**config.mk**
```make
export PLATFORM = sky130hd
export DESIGN_NAME = code_entry_ctrl
export DESIGN_NICKNAME = d
export VERILOG_FILES = /design/src/rtl/code_entry_ctrl.sv
export SDC_FILE = /design/constraint.sdc
export NUM_CORES = 1
export LEC_CHECK = 0
export ABC_AREA = 1
export ABC_CLOCK_PERIOD_IN_PS = 3900
export BUFFER_PORTS_ARGS = -buffer_cell sky130_fd_sc_hd__buf_2
export CORE_AREA = 4 4 60 62
export DETAILED_ROUTE_END_ITERATION = 12
export DIE_AREA = 0 0 64 66
export GPL_TIMING_DRIVEN = 1
export PLACE_DENSITY = 0.8
export SYNTH_ARGS = -nofsm -noshare
export SYNTH_HDL_FRONTEND = slang
export SYNTH_SLANG_ARGS = --single-unit
export TNS_END_PERCENT = 1
```
**constraint.sdc**
```tcl
create_clock -name clk -period 3.9 [get_ports clk]
set_input_delay 0.195 -clock clk [delete_from_list [all_inputs] [get_ports clk]]
set_output_delay 0.195 -clock clk [all_outputs]
set_load 0.01 [all_outputs]
```
**src/rtl/code_entry_ctrl.sv**
```systemverilog
// Keypad-style code lock: two digit buttons plus submit, synchronized and edge-detected,
// with timed open / error / lockout phases and a consecutive-failure lockout counter.
module code_entry_ctrl #(
    parameter int WIDTH       = 5,
    parameter int OPEN_CYCLES = 16,
    parameter int ERR_CYCLES  = 8,
    parameter int FAILS_MAX   = 3,
    parameter int LOCK_CYCLES = 64
) (
    input  logic                         clk,
    input  logic                         rst,
    input  logic                         btn0,
    input  logic                         btn1,
    input  logic                         btnEntry,
    input  logic [WIDTH-1:0]             code,
    output logic                         ledLight,
    output logic                         ledError,
    output logic                         ledLocked,
    output logic [$clog2(WIDTH+1)-1:0]   digitCount
);

    localparam int CW   = $clog2(WIDTH + 1);
    localparam int TMAX = (OPEN_CYCLES > ERR_CYCLES)
                        ? ((OPEN_CYCLES > LOCK_CYCLES) ? OPEN_CYCLES : LOCK_CYCLES)
                        : ((ERR_CYCLES > LOCK_CYCLES) ? ERR_CYCLES : LOCK_CYCLES);
    localparam int TW   = (TMAX > 1) ? $clog2(TMAX) : 1;
    localparam int FW   = $clog2(FAILS_MAX + 1);

    typedef enum logic [2:0] {
        S_IDLE,
        S_ENTRY,
        S_CHECK,
        S_OPEN,
        S_ERROR,
        S_LOCKED
    } state_t;

    logic [2:0] btn_raw;
    logic [2:0] press;
    logic [1:0] ready_reg;

    assign btn_raw = {btnEntry, btn1, btn0};

    // Edge detection stays disarmed until the synchronizers hold real samples,
    // so a button held through reset release never produces a press.
    always_ff @(posedge clk or negedge rst) begin
        if (!rst) begin
            ready_reg <= 2'b00;
        end else begin
            ready_reg <= {ready_reg[0], 1'b1};
        end
    end

    genvar gi;
    generate
        for (gi = 0; gi < 3; gi++) begin : g_sync
            logic s1_reg;
            logic s2_reg;
            logic prev_reg;

            always_ff @(posedge clk or negedge rst) begin
                if (!rst) begin
                    s1_reg   <= 1'b1;
                    s2_reg   <= 1'b1;
                    prev_reg <= 1'b0;
                end else begin
                    s1_reg   <= btn_raw[gi];
                    s2_reg   <= s1_reg;
                    prev_reg <= ready_reg[1] & s2_reg;
                end
            end

            assign press[gi] = prev_reg & ~s2_reg;
        end
    endgenerate

    logic ev_entry;
    logic ev_one;
    logic ev_zero;
    logic ev_digit;

    assign ev_entry = press[2];
    assign ev_one   = press[1] & ~press[2];
    assign ev_zero  = press[0] & ~press[1] & ~press[2];
    assign ev_digit = ev_one | ev_zero;

    state_t            state_reg, state_next;
    logic [WIDTH-1:0]  entry_reg, entry_next;
    logic [CW-1:0]     count_reg, count_next;
    logic [FW-1:0]     fail_reg,  fail_next;
    logic [TW-1:0]     timer_reg, timer_next;
    logic              light_reg, error_reg, locked_reg;

    always_ff @(posedge clk or negedge rst) begin
        if (!rst) begin
            state_reg  <= S_IDLE;
            entry_reg  <= '0;
            count_reg  <= '0;
            fail_reg   <= '0;
            timer_reg  <= '0;
            light_reg  <= 1'b0;
            error_reg  <= 1'b0;
            locked_reg <= 1'b0;
        end else begin
            state_reg  <= state_next;
            entry_reg  <= entry_next;
            count_reg  <= count_next;
            fail_reg   <= fail_next;
            timer_reg  <= timer_next;
            light_reg  <= (state_next == S_OPEN);
            error_reg  <= (state_next == S_ERROR);
            locked_reg <= (state_next == S_LOCKED);
        end
    end

    always_comb begin
        state_next = state_reg;
        entry_next = entry_reg;
        count_next = count_reg;
        fail_next  = fail_reg;
        timer_next = timer_reg;

        case (state_reg)
            S_IDLE, S_ENTRY: begin
                if (ev_entry) begin
                    if (state_reg == S_ENTRY && count_reg == CW'(WIDTH)) begin
                        state_next = S_CHECK;
                    end else begin
                        // Premature submit: counts as a failure but never locks by itself.
                        state_next = S_ERROR;
                        timer_next = TW'(ERR_CYCLES - 1);
                        if (fail_reg < FW'(FAILS_MAX)) begin
                            fail_next = fail_reg + FW'(1);
                        end
                    end
                end else if (ev_digit) begin
                    state_next = S_ENTRY;
                    if (count_reg < CW'(WIDTH)) begin
                        entry_next = {entry_reg[WIDTH-2:0], ev_one};
                        count_next = count_reg + CW'(1);
                    end
                end
            end
            S_CHECK: begin
                if (entry_reg == code) begin
                    state_next = S_OPEN;
                    timer_next = TW'(OPEN_CYCLES - 1);
                    fail_next  = '0;
                end else if (fail_reg >= FW'(FAILS_MAX - 1)) begin
                    state_next = S_LOCKED;
                    timer_next = TW'(LOCK_CYCLES - 1);
                    fail_next  = FW'(FAILS_MAX);
                end else begin
                    state_next = S_ERROR;
                    timer_next = TW'(ERR_CYCLES - 1);
                    fail_next  = fail_reg + FW'(1);
                end
            end
            S_OPEN: begin
                if (ev_entry || timer_reg == '0) begin
                    state_next = S_IDLE;
                end else begin
                    timer_next = timer_reg - TW'(1);
                end
            end
            S_ERROR: begin
                if (timer_reg == '0) begin
                    state_next = S_IDLE;
                end else begin
                    timer_next = timer_reg - TW'(1);
                end
            end
            S_LOCKED: begin
                if (timer_reg == '0) begin
                    state_next = S_IDLE;
                    fail_next  = '0;
                end else begin
                    timer_next = timer_reg - TW'(1);
                end
            end
            default: begin
                state_next = S_IDLE;
            end
        endcase

        // Any attempt outcome discards the digits collected so far.
        if (state_next == S_OPEN || state_next == S_ERROR || state_next == S_LOCKED) begin
            entry_next = '0;
            count_next = '0;
        end
    end

    assign ledLight   = light_reg;
    assign ledError   = error_reg;
    assign ledLocked  = locked_reg;
    assign digitCount = count_reg;

endmodule

```
## Word-level counts from Yosys, hierarchy flattened

Cells that the tools add are included.

- Register bits: 33
- Input port bits: 10
- Output and inout port bits: 6
- Word-level logic and storage cells: 104

- Add/sub/neg operators: 3
- $lt $le $gt $ge: 3
- Equality and inequality tests: 17
- Multiplexer cells: 32
- Bitwise operators: 15
- Reductions and logical operators: 16

Operators by type and width:

| kind | number |
|---|---|
| $mux W6 | 6 |
| $mux W3 | 11 |
| $mux W5 | 5 |
| $pmux W6 S4 | 1 |
| $eq A3 B3 Y1 const B | 5 |
| $mux W2 | 6 |
| $ne A2 B2 Y1 const B | 6 |
| $pmux W3 S4 | 1 |
| $reduce_and A5 Y1 | 2 |
| $and A1 B1 Y1 | 9 |
| $eq A3 B2 Y1 const B | 3 |
| $logic_not A6 Y1 | 1 |
| $pmux W2 S3 | 1 |
| $reduce_bool A2 Y1 | 3 |
| $sub A6 B1 Y6 const B | 1 |
| $eq A5 B5 Y1 | 1 |
| $not A1 Y1 | 5 |
| $reduce_and A4 Y1 | 1 |
| $reduce_bool A4 Y1 | 1 |
| $reduce_or A2 Y1 | 2 |
| $add A3 B1 Y3 const B | 1 |
| $eq A3 B1 Y1 const B | 1 |
| $logic_not A3 Y1 | 1 |
| $logic_or A1 B1 Y1 | 3 |
| other kinds (9) | 9 |

## Longest topological paths before layout

- Word-level depth: 14
- Gate-level depth with buffers: 10
- Gate-level depth less buffers: 10

## Least setup slack after synthesis

No wires, ideal clock.

- Path type: reg2reg
- Start point: register timer_reg[0]
- End point: register timer_reg[2]
- Setup time: 117 ps
- Arrival time: 1342 ps
- Data required time: 3783 ps
- Path slack: 2441 ps
- Cell stages (with the launch flop): 9
- Path buffers: 1
- Clock period less this slack: 1459 ps
- Cell sequence: dfrtp_1 -> inv_1 -> ha_1 -> nand3_1 -> a21oi_1 -> nor2_4 -> buf_6 -> nand2_1 -> nand2_1

- Cells in the longest elaborated chain, start to end: 4
- Elaborated cells between the ends (all ways): 9
- Classes of those cells: 1 x add/sub; 2 x eq/ne; 3 x mux; 3 x reduce/logical

Ends and longest elaborated chain:

| element | line | text |
|---|---|---|
| start: declaration | 91 | `logic [TW-1:0] timer_reg, timer_next;` |
| start signal: assignment | 109 | `timer_reg <= timer_next;` |
| branches (longest 4 deep; another with $sub A6 B1 Y6) | - |  |

Several ways; the timed one is not identified. The select of a mux whose other input is x is not followed.
A chain may end at the register's enable or synchronous reset.

## Worst setup path after layout

- Start point: register timer_reg[0]
- End point: register timer_reg[1]

The elaborated chain is that of the path after synthesis.

==> run metrics <==
Slew @ Worst Pin 0.6930 ns; Vias/cell 4.966; Remaining DRCs 0; Reg clk slew, reported paths 0.10 ns; Startpoint Class register; Wirelength per Cell 10.76 um; post-synthesis sequential area ratio 0.4657; leading area contributor after synthesis dfrtp_1; hpwl dp 2.390 mm; Rel. slew slack 0.5380; max-cap viol count 0; worst clock skew 0.01152 ns; Crit Path Class reg2reg; Lkg Pwr 1.109 nW; CP arrival 1.96 ns; Mapped Cells 227; number of flip-flops in the largest register 6; DR iter-0 viols 59; CP Max Fanout 7; port bufs 15; Cell variety after synth 26; top post-synthesis cells by area dfrtp_1 38%, nand2_1 14%, dfstp_2 8.8%; area share of the largest cell type after synthesis 0.3776; starting density of the core 0.5909; Fillers 273; EDFF count, synth 0; vias post-DR 1,475; Peak VDD IR 0.0003825 V; Final Setup Violations 0; ant diodes 0; clock sink total 33; GR Overflow Total 0; worst skew pair latency 0.34 ns; Max clock buf depth 2; DRT Pass-1 Iters 4; CTS tree done; WL final 3.197 mm; minimum clock period 1.688 ns; HP Class in2reg; Syn Area/Cell 7.882 um^2; Row Count 20; remaining antenna violation count 0; Die Width 64 um; H-tree depth 2; synthesized flop and latch total 33; core area 3028 um^2; initial antenna violation count 0; largest net degree at the start of global routing 34; async set-reset flop share out of synthesis 1.000; Post-Syn Nets 244; flop2flop setup slack 2.21 ns; Synth top cells by count 68 x nand2_1, 36 x inv_1, 27 x dfrtp_1; Fmax 592.3 MHz; final hold violation count 0; Req. time, crit path 4.17 ns; IO Pins 16; full die area 4224 um^2; status complete, no violations; fraction of layout cells with a size suffix above 1 0.1542; RSZ-0062 raised after global routing no; GRT Total Usage 0.1758; top-count cell post-synth nand2_1; Power Dens Cells 591.4 nW/um^2; Hold Worst Slack 0.3545 ns; postcts setup bufs 0; Syn Std Cell Area 1789 um^2; crit end category register; ys flop type dfrtp_1; YS warnings 0; gpl congestion 0.8529; via count of the first global-routing pass 1,393; Root Driver clkbuf_4; CTS buffer count 5; first-pass GRT wire length 5.692 mm; Layout Nets 269; Die H 66 um; Slew Viols, Final 0; part of the cycle the worst path needs 0.4329; Gates resized, CTS repair 0; synth-to-layout area growth 11.96%; setup TNS 0 ns
[path summary, 6_finish.rpt]
kind,end,start,cells after the start
max,timer_reg[1],timer_reg[0],7
min,state_reg[1],code[4],4
max reg2reg,timer_reg[1],timer_reg[0],7
min reg2reg,g_sync[0].s2_reg,g_sync[0].s1_reg,0
max in group asynchronous,fail_reg[1],rst,2
min in group asynchronous,digitCount[2],rst,2
[final cells by class]
cell class / instances / area, um^2 / area share
clock inverter: 3 / 17.52 / 0.008745
timing repair buffer: 19 / 115.1 / 0.05746
inverter: 38 / 142.6 / 0.07121
multi-input combinational: 155 / 802.0 / 0.4004
tap: 44 / 55.05 / 0.02748
clock buffer: 5 / 37.54 / 0.01874
sequential: 33 / 833.3 / 0.4160
[layer usage]
layer | part of all wire | vias to the layer above | GRT usage
li1 | - | 757 | -
met4 | 0.026 | 0 | 0.08086
met5 | 0 | - | 0
met3 | 0.043 | 10 | 0.05102
met1 | 0.45 | 672 | 0.2013
met2 | 0.48 | 36 | 0.3019
[cells in the final DEF, fill, tap and decap left out, types with 2 or more instances in the layout]
| cell | count |
|---|---|
| inv_1 | 36 |
| ha_1 | 7 |
| nor2_2 | 3 |
| dfrtp_1 | 27 |
| inv_2 | 2 |
| or2_0 | 2 |
| a21oi_1 | 10 |
| xnor2_1 | 3 |
| dlygate4sd3_1 | 4 |
| clkinv_2 | 2 |
| o21ai_0 | 3 |
| nand3_1 | 20 |
| clkbuf_4 | 5 |
| buf_2 | 15 |
| nor2_1 | 19 |
| xor2_1 | 2 |
| nor3_1 | 2 |
| nand4_1 | 7 |
| dfstp_2 | 6 |
| nand2_1 | 68 |
[kinds of logic (layout without fill, tap and decap cells)]
kind of cell    count (synthesis)  in the layout  share of synthesized area
xor+xnor                        5              5                    0.02448
buf+inv                        39             65                    0.08602
simple gates                  126            126                     0.3252
fa+ha+maj                       7              7                    0.04895
other cells                     1              1                   0.002096
compound gates                 16             16                    0.04755
flops                          33             33                     0.4657
[worst max-delay path, cell delays in order, from the launching register on]
cell and delay [ns]:
dfrtp_1 0.41, inv_1 0.11, ha_1 0.22, nand3_1 0.20, a21oi_1 0.31, nand3b_2 0.26
nand2_1 0.08, nand2_1 0.06
[power by group]
| part | internal [mW] | total (mW) | switching, mW |
|---|---|---|---|
| Combinational | 0.185 | 0.511 | 0.326 |
| Sequential | 0.418 | 0.490 | 0.0720 |
| Clock | 0.0679 | 0.184 | 0.116 |
[what timing repair did]
item | CTS | global route
hold endpoints to repair | 30 | 0
hold buffers | 4 | 0
setup endpoints to repair | 0 | 0
[metrics by stage]
step	instance area (um^2)	worst slack [ns]	power [mW]	cells	util
floorplan	1789	2.441	0.8927	227	-
global placement	1908	2.295	0.9875	285	0.6302
detailed placement	1908	2.237	1.005	285	0.6302
CTS	2003	2.207	1.195	297	0.6616
global route	2003	2.020	1.300	297	0.6616
finish	2003	2.212	1.185	297	0.6616
Power figures use the tool's default switching activity.
